===== config.mk =====
export PLATFORM = sky130hd
export DESIGN_NAME = param_array_pq
export DESIGN_NICKNAME = d
export VERILOG_FILES = /design/src/rtl/param_array_pq.sv
export SDC_FILE = /design/constraint.sdc
export NUM_CORES = 1
export LEC_CHECK = 0
export CAP_MARGIN = 10
export CORE_AREA = 2 2 144 175
export CTS_BUF_LIST = sky130_fd_sc_hd__clkbuf_8
export CTS_CLUSTER_DIAMETER = 120
export DETAILED_ROUTE_END_ITERATION = 8
export DIE_AREA = 0 0 146 177
export PLACE_DENSITY = 0.74
export SLEW_MARGIN = 25
export SYNTH_ARGS = -nofsm -noshare
export SYNTH_HDL_FRONTEND = slang
export SYNTH_SLANG_ARGS = --single-unit
export TNS_END_PERCENT = 1

===== constraint.sdc =====
create_clock -name clk_i -period 5.5 [get_ports clk_i]
set_clock_uncertainty 0.15 [all_clocks]
set_input_delay 1.1 -clock clk_i [delete_from_list [all_inputs] [get_ports clk_i]]
set_output_delay 1.1 -clock clk_i [all_outputs]
set_load 0.005 [all_outputs]

===== src/rtl/param_array_pq.sv =====
// Sorted register-array priority queue: head in cell[0], FIFO order among equal keys.
// Optional macro PQ_EVICT_EN: a push into a full queue evicts the lowest-priority cell.
module param_array_pq #(
  parameter int DEPTH      = 8,
  parameter int DATA_WIDTH = 16,
  parameter int ID_WIDTH   = $clog2(DEPTH) + 1,
  parameter int MAX_FIRST  = 0
) (
  input  logic                       clk_i,
  input  logic                       rst_i,
  input  logic                       push_i,
  input  logic [DATA_WIDTH-1:0]      push_data_i,
  input  logic [ID_WIDTH-1:0]        push_id_i,
  input  logic                       pop_i,
  output logic                       head_valid_o,
  output logic [DATA_WIDTH-1:0]      head_data_o,
  output logic [ID_WIDTH-1:0]        head_id_o,
  output logic [$clog2(DEPTH+1)-1:0] count_o,
  output logic                       full_o,
  output logic                       empty_o,
  output logic                       overflow_o,
  output logic                       underflow_o
);

  localparam int CW = $clog2(DEPTH + 1);

  logic                  valid_q [DEPTH];
  logic [DATA_WIDTH-1:0] data_q  [DEPTH];
  logic [ID_WIDTH-1:0]   id_q    [DEPTH];
  logic                  valid_d [DEPTH];
  logic [DATA_WIDTH-1:0] data_d  [DEPTH];
  logic [ID_WIDTH-1:0]   id_d    [DEPTH];
  logic [CW-1:0]         count_q, count_d;
  logic                  full_q, full_d;
  logic                  empty_q, empty_d;
  logic                  overflow_q, overflow_d;
  logic                  underflow_q, underflow_d;

  // Base array after an optional pop, before the insertion is applied.
  logic                  b_valid [DEPTH];
  logic [DATA_WIDTH-1:0] b_data  [DEPTH];
  logic [ID_WIDTH-1:0]   b_id    [DEPTH];
  logic [DEPTH-1:0]      ge;
  logic                  do_pop, ins_en, evict_ok, prev_ge;
  logic                  c_valid;
  logic [DATA_WIDTH-1:0] c_data;
  logic [ID_WIDTH-1:0]   c_id;
  logic [CW-1:0]         base_count;

  // Strictly-higher priority test; ties lose so equal keys stay in arrival order.
  function automatic logic wins(input logic [DATA_WIDTH-1:0] a, input logic [DATA_WIDTH-1:0] b);
    if (MAX_FIRST != 0) begin
      return a > b;
    end else begin
      return a < b;
    end
  endfunction

  // Next-state computation: pop shift, insertion point search, shift-insert, status.
  always_comb begin
    do_pop = pop_i && !empty_q;
    for (int i = 0; i < DEPTH - 1; i++) begin
      b_valid[i] = do_pop ? valid_q[i+1] : valid_q[i];
      b_data[i]  = do_pop ? data_q[i+1]  : data_q[i];
      b_id[i]    = do_pop ? id_q[i+1]    : id_q[i];
    end
    b_valid[DEPTH-1] = do_pop ? 1'b0 : valid_q[DEPTH-1];
    b_data[DEPTH-1]  = do_pop ? '0   : data_q[DEPTH-1];
    b_id[DEPTH-1]    = do_pop ? '0   : id_q[DEPTH-1];

    // Monotonic because the array is sorted and valid cells are contiguous.
    for (int i = 0; i < DEPTH; i++) begin
      ge[i] = !b_valid[i] || wins(push_data_i, b_data[i]);
    end

`ifdef PQ_EVICT_EN
    evict_ok = ge[DEPTH-1];
`else
    evict_ok = 1'b0;
`endif
    ins_en = push_i && (do_pop || !full_q || evict_ok);

    prev_ge = 1'b0;
    c_valid = 1'b0;
    c_data  = '0;
    c_id    = '0;
    for (int i = 0; i < DEPTH; i++) begin
      if (ins_en && ge[i] && !prev_ge) begin
        valid_d[i] = 1'b1;
        data_d[i]  = push_data_i;
        id_d[i]    = push_id_i;
      end else if (ins_en && ge[i]) begin
        valid_d[i] = c_valid;
        data_d[i]  = c_data;
        id_d[i]    = c_id;
      end else begin
        valid_d[i] = b_valid[i];
        data_d[i]  = b_data[i];
        id_d[i]    = b_id[i];
      end
      prev_ge = ge[i];
      c_valid = b_valid[i];
      c_data  = b_data[i];
      c_id    = b_id[i];
    end

    base_count = count_q - (do_pop ? CW'(1) : CW'(0));
    if (ins_en && (base_count != CW'(DEPTH))) begin
      count_d = base_count + CW'(1);
    end else begin
      count_d = base_count;
    end
    full_d      = (count_d == CW'(DEPTH));
    empty_d     = (count_d == CW'(0));
    overflow_d  = push_i && full_q && !pop_i;
    underflow_d = pop_i && empty_q;
  end

  // State registers with synchronous reset taking precedence over push/pop.
  always_ff @(posedge clk_i) begin
    if (rst_i) begin
      for (int i = 0; i < DEPTH; i++) begin
        valid_q[i] <= 1'b0;
        data_q[i]  <= '0;
        id_q[i]    <= '0;
      end
      count_q     <= '0;
      full_q      <= 1'b0;
      empty_q     <= 1'b1;
      overflow_q  <= 1'b0;
      underflow_q <= 1'b0;
    end else begin
      for (int i = 0; i < DEPTH; i++) begin
        valid_q[i] <= valid_d[i];
        data_q[i]  <= data_d[i];
        id_q[i]    <= id_d[i];
      end
      count_q     <= count_d;
      full_q      <= full_d;
      empty_q     <= empty_d;
      overflow_q  <= overflow_d;
      underflow_q <= underflow_d;
    end
  end

  // Invalid cells are always held at zero, so the head cell can drive the outputs directly.
  assign head_valid_o = valid_q[0];
  assign head_data_o  = data_q[0];
  assign head_id_o    = id_q[0];
  assign count_o      = count_q;
  assign full_o       = full_q;
  assign empty_o      = empty_q;
  assign overflow_o   = overflow_q;
  assign underflow_o  = underflow_q;

endmodule


==> out/metrics.yaml <==
crit_type: "primary input to flop"
root_buffer: "clkbuf_8"
netlist_instances: 1373
clock-sinks: 176
cp.required_ps: 5740
synth_edf_count: 0
die_w_microns: 146
r2r_setup_slack_ps: 1360
grt_pass1_wl_microns: 52800
wl_microns: 31900
cts.path.max_buffers: 2
slew_headroom: 0.466
max_freq_mhz: 205
dpl_cell_area_sq_um: 12600
irDropWorstVdd_mv: 0.245
die-area_sq_um: 25800
rsz0062_at_grt: "false"
end_kind: "flop"
antenna_found_initial: 0
setup_ws_ps: 615
synth_async_sr_flop_share: 0
crit_buf_inv: 3
synth_warnings: 0
first_iter_violations: 769
avgSynthCellArea_sq_um: 8.68
clk_pin_slew_ps: 90
yosys.cell_types.count: 72
cap_violations: 0
place_ws_ps: 175
ant_nets: 0
clock_latency_ps: 490
syn_area_sq_um: 11900
cpLargestDelayFamily: "compound AO/OA/AOI/OAI gates"
worstPathCellList: "clkdlybuf4s50_1, nand2b_4, inv_4, buf_4, mux2i_1, ha_1, a211oi_1, o21ai_0, o2111ai_1, a21o_1, o21ai_2, nand2b_1, o21ai_0"
finalSetupTns_ps: 0
n_antenna_cell: 0
num_rows: 63
fillers: 2295
slowest_stage: "clkdlybuf4s50_1"
initial_utilization: 0.491
period_share: 0.888
dp_hpwl_microns: 23800
portBuffers: 52
ioPinCount: 53
p_per_area_nw_per_um2: 344
core_sq_um: 24300
fin_area_sq_um: 12900
finalMaxSlewViolations: 0
hold_class: "flop to flop"
cts_setup_buffers: 0
grt_overflow: 0
max_stage_delay_ps: 600
leakagePower_nw: 5.26
wl_per_cell_microns: 18.8
synth_flop_cell: "dfxtp_1"
hold_buffers: 0
layout.nets: 1506
syn_nets: 1521
cts_tree: "built"
outcome: "complete, no violations"
finalSetupViolCount: 0
hold_viol_final: 0
power_w: 0.00445
die_y_microns: 177
cpMostUsedCell: "o21ai_0"
min_period_ps: 4890
htree_levels: 4
globalplace.congestion: 0.882
cts_buffers: 17
track_usage: 0.249
ys_ff_latch: 176
viasPerCell: 6.25
tightest_slew_ps: 801
startpoint_type: "primary input"
grt_pass1_vias: 10700
ys_seq_area_frac: 0.296
area_growth_pct: 8.53
crit_path_max_fanout: 21
arrival_ps: 5120
drt_pass1_iterations: 5
drc_errors: 0
ctsResizeCount: 0
drive_above_1_share: 0.0686
vias: 10600
grt_max_degree: 107
==> worst min-delay path: cells and delay by family (launching register included) <==
family,cells,cell delay (ps)
flops,1,340
simple gates,1,60
compound gates,1,60
==> area by class of cell <==
cell class / instances / area [sq um] / area share
well taps: 325 / 407 / 0.0314
inverters: 33 / 126 / 0.00977
clock buffers: 18 / 248 / 0.0191
repair buffers: 93 / 848 / 0.0656
flip-flops and latches: 176 / 3520 / 0.272
multi-input cells: 1037 / 7660 / 0.592
clock inverters: 13 / 128 / 0.00986
==> routing by layer <==
metal	part of all wire	global-route usage
met5	0	0
met4	0.032	0.104
met3	0.030	0.0314
met2	0.51	0.455
met1	0.43	0.294
==> logic make-up after synthesis <==
kind of cell             count (synthesis)  share of synthesized area
buffers and inverters                  160                     0.0667
multiplexers                           161                      0.136
XOR/XNOR                                 5                    0.00367
AO/OA/AOI/OAI                          373                      0.222
flip-flops                             176                      0.296
AND/OR/NAND/NOR                        374                      0.146
adder cells (fa/ha/maj)                124                      0.130
==> cells in the mapped netlist, types with 18 or more instances <==
master,instances,share of area
ha_1,124,0.13
a21oi_1,71,0.030
nand4_1,18,0.0094
inv_1,31,0.0098
o21ai_0,46,0.019
mux2i_1,158,0.13
dfxtp_1,176,0.30
buf_2,38,0.016
buf_4,23,0.014
nand2_1,135,0.043
nand3_1,38,0.016
a211oi_1,48,0.030
o22ai_1,53,0.028
and2_1,52,0.027
clkbuf_1,52,0.016
nor2_1,98,0.031
o32ai_1,46,0.034
==> where the power goes <==
part | internal, W | leakage [nW] | total [W] | switching (W)
Clock | 0.000375 | 0.183 | 0.000901 | 0.000526
Combinational | 0.000831 | 3.65 | 0.00196 | 0.00113
Sequential | 0.00146 | 1.43 | 0.00159 | 0.000126
==> sequential cells by signal, summed over array words and instances (netlist names) <==
| register | flops |
|---|---|
| empty_o | 1 |
| id_q | 32 |
| overflow_o | 1 |
| valid_q | 8 |
| data_q | 128 |
| count_o | 4 |
| underflow_o | 1 |
| full_o | 1 |
==> layout by cell type, fill, tap and decap left out, types with 6 or more instances in the layout <==
cell / count
o22ai_1: 53
dfxtp_1: 176
nand3_1: 38
clkdlybuf4s50_1: 51
nand2_1: 135
o211ai_1: 10
o21ai_0: 46
buf_4: 39
a211oi_1: 48
o31ai_1: 6
clkbuf_8: 18
ha_1: 124
and2_1: 52
o32ai_1: 45
o2bb2ai_1: 9
mux2i_1: 158
a21oi_1: 71
a221o_1: 17
a21o_1: 16
nor2_1: 97
nand4_1: 18
inv_1: 31
==> final timing paths <==
| check | cells past startpoint | start | endpoint |
|---|---|---|---|
| hold / removal | 2 | data_q[1][50]$_SDFF_PP0_ | data_q[1][50]$_SDFF_PP0_ |
| setup reg to reg | 12 | empty_o$_SDFF_PP1_ | id_q[0][26]$_SDFF_PP0_ |
| setup / recovery | 13 | pop_i | id_q[0][26]$_SDFF_PP0_ |
| hold reg to reg | 2 | data_q[1][50]$_SDFF_PP0_ | data_q[1][50]$_SDFF_PP0_ |
==> stage by stage <==
step                 util  hold WS [ps]  std cells
floorplan               -           296       1373
global placement    0.517           340       1664
detailed placement  0.517           346       1664
CTS                 0.533           359       1695
global route        0.533           394       1695
finish              0.533           354       1695
Power figures use the tool's default switching activity.
